File: src/rtl/pipes.sv
// Shared pipeline types.
// Holds the fetch/decode handoff record, the fetch FSM state encoding,
// the default reset PC and a helper that forces a PC onto a word boundary.
package pipes;

    localparam logic [63:0] RESET_PC_DEFAULT = 64'h0000_0000_8000_0000;

    typedef struct packed {
        logic [31:0] raw_instr;
        logic [63:0] pc;
    } fetch_data_t;

    typedef enum logic [1:0] {
        FETCH = 2'd0,
        FLUSH = 2'd1,
        HOLD  = 2'd2
    } fetch_state_t;

    // Low two address bits carry no meaning for 32-bit instructions.
    function automatic logic [63:0] align_pc(input logic [63:0] a);
        return a & ~64'd3;
    endfunction

endpackage

File: src/rtl/fetch_stage.sv
// Instruction fetch stage: one outstanding memory request, one held
// instruction for decode, and redirect handling that discards any response
// belonging to a request made before the redirect.
//
// Ports:
//   clk, resetn            clock, synchronous active-low reset
//   ireq_valid/ireq_addr   fetch request (address word aligned)
//   iresp_data_ok/_data    memory response completing the request
//   out_valid/_ready/_data instruction handoff to decode
//   redirect_valid/_pc     redirect from a later stage
//
// state | meaning
// FETCH | request at pc_q outstanding, response will be kept
// FLUSH | request outstanding, response will be dropped; then go to pend_q
// HOLD  | instruction held in out_data for decode, no request outstanding
module fetch_stage
    import pipes::*;
#(
    parameter logic [63:0] RESET_PC = RESET_PC_DEFAULT
) (
    input  logic        clk,
    input  logic        resetn,
    output logic        ireq_valid,
    output logic [63:0] ireq_addr,
    input  logic        iresp_data_ok,
    input  logic [31:0] iresp_data,
    output logic        out_valid,
    input  logic        out_ready,
    output fetch_data_t out_data,
    input  logic        redirect_valid,
    input  logic [63:0] redirect_pc
);

    fetch_state_t state_q, state_d;
    logic [63:0]  pc_q, pc_d;
    logic [63:0]  pend_q, pend_d;
    fetch_data_t  data_q, data_d;
    logic [63:0]  redir_aligned;

    assign redir_aligned = align_pc(redirect_pc);

    always_comb begin
        state_d = state_q;
        pc_d    = pc_q;
        pend_d  = pend_q;
        data_d  = data_q;
        unique case (state_q)
            FETCH: begin
                if (redirect_valid) begin
                    if (iresp_data_ok) begin
                        // Response and redirect coincide: the bus is free now,
                        // so issue the redirect target immediately.
                        pc_d = redir_aligned;
                    end else begin
                        // Request address must stay put until the response,
                        // so park the target until the stale word returns.
                        pend_d  = redir_aligned;
                        state_d = FLUSH;
                    end
                end else if (iresp_data_ok) begin
                    data_d  = '{raw_instr: iresp_data, pc: pc_q};
                    state_d = HOLD;
                end
            end
            FLUSH: begin
                if (iresp_data_ok) begin
                    pc_d    = redirect_valid ? redir_aligned : pend_q;
                    state_d = FETCH;
                end else if (redirect_valid) begin
                    pend_d = redir_aligned;
                end
            end
            HOLD: begin
                if (redirect_valid) begin
                    pc_d    = redir_aligned;
                    state_d = FETCH;
                end else if (out_ready) begin
                    pc_d    = pc_q + 64'd4;
                    state_d = FETCH;
                end
            end
            default: state_d = FETCH;
        endcase
    end

    always_ff @(posedge clk) begin
        if (!resetn) begin
            state_q <= FETCH;
            pc_q    <= align_pc(RESET_PC);
            pend_q  <= '0;
            data_q  <= '0;
        end else begin
            state_q <= state_d;
            pc_q    <= pc_d;
            pend_q  <= pend_d;
            data_q  <= data_d;
        end
    end

    assign ireq_valid = (state_q != HOLD);
    assign ireq_addr  = pc_q;
    assign out_valid  = (state_q == HOLD);
    assign out_data   = data_q;

endmodule

File: config.mk
export PLATFORM = sky130hd
export DESIGN_NAME = fetch_stage
export DESIGN_NICKNAME = d
export VERILOG_FILES = /design/src/rtl/pipes.sv /design/src/rtl/fetch_stage.sv
export SDC_FILE = /design/constraint.sdc
export NUM_CORES = 1
export LEC_CHECK = 0
export ABC_AREA = 0
export ABC_CLOCK_PERIOD_IN_PS = 2100
export BUFFER_PORTS_ARGS = -buffer_cell sky130_fd_sc_hd__buf_2
export CAP_MARGIN = 25
export CORE_AREA = 2 2 156 158
export DETAILED_ROUTE_END_ITERATION = 8
export DIE_AREA = 0 0 158 160
export PLACE_DENSITY = 0.75
export SLEW_MARGIN = 0
export SYNTH_ARGS = -nofsm -noshare
export SYNTH_HDL_FRONTEND = slang
export SYNTH_SLANG_ARGS = --single-unit
File: constraint.sdc
create_clock -name clk -period 2.1 [get_ports clk]
set_input_delay 0.105 -clock clk [delete_from_list [all_inputs] [get_ports clk]]
set_output_delay 0.105 -clock clk [all_outputs]
set_load 0.03 [all_outputs]
# Word-level counts from Yosys, hierarchy flattened
# Index checks and enable logic that the tools add are counted.
# word_totals
wordCells	43
out_inout_bits	162
register_bits	226
in_bits	101
# op_classes
n_eq_ne	11
muxes	18
n_reduce_logical	7
addsub	1
n_bitwise	1
# ops
op	count
64-bit two-way mux	9
64-bit case mux with 3 select lines	1
64-bit case mux with 2 select lines	1
64-bit by 3-bit adder with 64-bit output (second input constant)	1
2-bit two-way mux	6
2-bit inequality test (second input constant)	6
4-bit AND reduction	2
3-bit inequality test (second input constant)	2
2-bit case mux with 3 select lines	1
5-bit AND reduction	1
3-bit by 1-bit inequality test with 1-bit output (second input constant)	1
3-bit AND reduction	1
3-bit nonzero test	1
2-bit by 1-bit equality test with 1-bit output (second input constant)	1
2-bit equality test (second input constant)	1
2-bit logical NOT	1
2-bit nonzero test	1
1-bit NOT	1

# Logic depth before layout (Yosys ltp)
# depth
depth_word	4
depth_mapped	11
mapped_depth_nobuf	8

# Worst setup path before layout
# OpenSTA, ideal clock, no wires.
# synth_path
kind	register to register
from	register pc_q[31], in the netlist ireq_addr[31]
to	register pc_q[63], in the netlist ireq_addr[63]
setup_ns	0.122
required_time_ns	1.978
stages_incl_launch_ff	10
path_buffers	3
slack_ns	-0.277
arrival_ns	2.255
synth_period_minus_slack_ns	2.377
cell_sequence	dfxtp_1 -> buf_2 -> nand4_1 -> or2_1 -> buf_6 -> or3_1 -> buf_2 -> nor4_4 -> o31ai_1 -> a221o_1
# synth_between
elab_chain_cells	4
# synth_rtl
item	line_no	rtl
start, declared	fetch_stage.sv:35	logic [63:0] pc_q, pc_d;
start signal, assigned	fetch_stage.sv:89	pc_q <= align_pc(RESET_PC);
start signal, assigned	fetch_stage.sv:94	pc_q <= pc_d;
64-bit by 3-bit adder with 64-bit output	fetch_stage.sv:78	pc_d = pc_q + 64'd4;
64-bit two-way mux	fetch_stage.sv:77	end else if (out_ready) begin
64-bit two-way mux	fetch_stage.sv:74	if (redirect_valid) begin
64-bit case mux with 3 select lines	fetch_stage.sv:47	unique case (state_q)
# Every way passes these cells. The select of a mux whose other input is x is not followed.
# A chain may end at the register's enable or synchronous reset.

# Final worst setup path
# layout_path
from	register pc_q[6], in the netlist ireq_addr[6]
to	register pc_q[21], in the netlist ireq_addr[21]
# Same word-level chain as after synthesis.

==> results.txt <==
crit path launch type = flop
Reg clk slew, reported paths = 0.06 ns
Num Clock Sinks = 226
Placed Cells = 2,098
via count = 13,400
net count after synthesis = 1,615
Hold Fails Final Rpt = 0
Max IR drop VDD = 0.589 mV
clk_lat worst skew = 0.53 ns
GR Layer Usage met2 = 49.9%
Hold Crit Class = input port to flop
DRC Markers = 0
first-pass GRT wire length = 63,200 µm
core footprint = 23,800 µm²
Pleak = 0.00646 µW
gpl congestion = 0.906
layout cell share with drive strength beyond 1 = 28.7%
Slew headroom = 41.4%
clock buffer count from CTS = 24
die area = 25,300 µm²
Final Max Tran Viols = 0
commonest non-fill, non-tap cells in the layout = nand2_1, buf_2, dfxtp_1
max incr delay on CP = 0.51 ns
CTS root buf = clkbuf_16
Die Span Y = 160 µm
router iterations before antenna repair = 6
violated checks = setup timing
Cells after Synth = 1,509
fmax = 0.467 GHz
IO Pins = 263
post-synth top area share = 39.8%
Max Cap Viol = 0
Crit Path Max Fanout = 6
Placed Area = 13,800 µm²
WP data required = 2.55 ns
Crit Path Class = flop to flop
Critical Path AT = 2.59 ns
Final Skew = 0.0119 ns
grt ovf = 0
Rows = 57
worst setup margin = -0.0417 ns
number of antenna violations at the first check in global routing = 5
area of the multi-input gates = 6490 µm²
RSZ-0062 raised after global routing = yes
main flop type after synthesis = dfxtp_1
number of global-route vias before repair = 12,300
initial drt markers = 1,326
largest area contributor in the netlist = dfxtp_1
Non-Filler Instances = 2,251
largest cells by area after synthesis = dfxtp_1, nand2_1, a21oi_1, a22o_1, clkbuf_1
area grow syn2layout = 40.4%
CP endpoint kind = flop
CTS tree = done
register area = 4570 µm²
post-synthesis sequential area ratio = 39.8%
FFs w/ async S/R, synth = 0%
initial core utilization = 47.7%
Post-DP HPWL = 26,700 µm
antenna-violating nets left = 0
slowest CP cell = or3_1
Most Crowded Layer GR = met2
final instance area = 15,900 µm²
Clock Tree Buf Depth = 3
Avg Cell Area, Syn = 7.53 µm²
worst-margin pin slew = 0.878 ns
htree depth = 1
drt via density = 5.95
Final setup viols = 6
number of I/O port buffers = 260
critical path, cell by cell = nand3_1 -> or3_1 -> or3_1 -> o41ai_1 -> o211ai_1 -> o211ai_1
EDFF count, synth = 0
met1 Resource Use GR = 40.6%
met3 Use GR = 5.13%
# fillers = 1,993
die span in x = 158 µm
PD cells = 785 nW/µm²
Avg WL per Cell = 18.7 µm
largest net degree at the start of global routing = 78
WL final = 42,100 µm
Netlist Area Pre-Place = 11,400 µm²
Synth cell types = 70
GRT Total Usage = 30.7%
commonest non-fill, non-tap cell in the layout = nand2_1
Tcrit/Tclk final = 102%
Ys Warns = 0
status = finished, violations left
register bit count reported by yosys = 226
minimum clock period = 2.14 ns
fin nets = 2,016
-- registers in the layout, summed over array words and instances (netlist names) --
name and flops:
out_data 96, state_q 2, ireq_addr 64, pend_q 64
-- per-stage QoR --
step	TNS, ns	utilization, %	worst slack, ns	hold WS, ns	total power, µW
floorplan	-0.119	-	-0.0539	0.241	6630
global placement	-0.0143	57.7	-0.0106	0.344	7700
detailed placement	-0.0984	57.7	-0.0521	0.349	7760
CTS	-0.0519	65.2	-0.0303	0.108	12300
global route	-1.83	66.9	-0.120	0.177	12900
finish	-0.123	66.9	-0.0417	0.167	12500
-- logic make-up after synthesis --
family,share of synthesized area [%]
flops,39.8
mux,2.03
fa+ha+maj,0.551
xor+xnor,1.54
buf+inv,5.44
simple gates,24.7
compound gates,25.9
-- power breakdown --
| group | switching [µW] | internal (µW) |
|---|---|---|
| Sequential | 250 | 4590 |
| Clock | 1780 | 2690 |
| Combinational | 1980 | 1230 |
-- cell type report --
type / instances / area share [%]
well taps: 324 / 2.54
flip-flops and latches: 226 / 28.7
clock buffers: 31 / 4.39
inverters: 17 / 0.447
multi-input cells: 1138 / 40.7
clock inverters: 7 / 0.691
diodes: 5 / 0.0785
repair buffers: 503 / 22.5
-- synth_stat cells (8+ instances only) --
master	number
clkbuf_1	101
buf_1	9
o22ai_1	13
a21oi_1	198
and2_1	8
and3_1	9
o21ai_1	16
a221oi_1	17
xnor2_1	15
mux2_2	16
nor4_1	11
nor2_1	85
or3_1	9
nor3_1	35
a22o_1	45
o211ai_1	17
o21ai_0	63
buf_2	9
a221o_1	19
a22oi_1	21
nand2_1	381
nand3_1	29
inv_1	16
dfxtp_1	226
nand4_1	17
-- repair_timing --
action | in CTS | in global routing
endpoints found under the hold margin | 133 | 0
setup buffers | 1 | 12
hold buffers | 95 | 0
pin swaps | 2 | 22
cloned | 0 | 2
setup endpoints to repair | 11 | 58
resized for setup | 4 | 63
-- path summary, 6_finish.rpt --
| check | start | endpoint | slack [ns] | depth (start not counted) |
|---|---|---|---|---|
| min | iresp_data_ok | state_q[0]$_SDFFE_PN0P_ | 0.17 | 5 |
| max reg2reg | ireq_addr[6]$_SDFFE_PN0P_ | ireq_addr[21]$_SDFFE_PN0P_ | -0.04 | 6 |
| max | ireq_addr[6]$_SDFFE_PN0P_ | ireq_addr[21]$_SDFFE_PN0P_ | -0.04 | 6 |
| min reg2reg | out_data[87]$_SDFFE_PN0P_ | out_data[87]$_SDFFE_PN0P_ | 0.45 | 2 |
-- critical path, delay by kind of cell, from the launching register on --
kind             cells  cell delay, ns
AO/OA/AOI/OAI        3            0.55
flip-flops           1            0.39
AND/OR/NAND/NOR      3            1.12
-- routing by layer --
metal / share of wire (%) / vias up
li1: - / 6168
met1: 40 / 6276
met2: 46 / 814
met3: 10 / 144
met4: 3.8 / 0
met5: 0 / -
(Power assumes the default switching activity.)
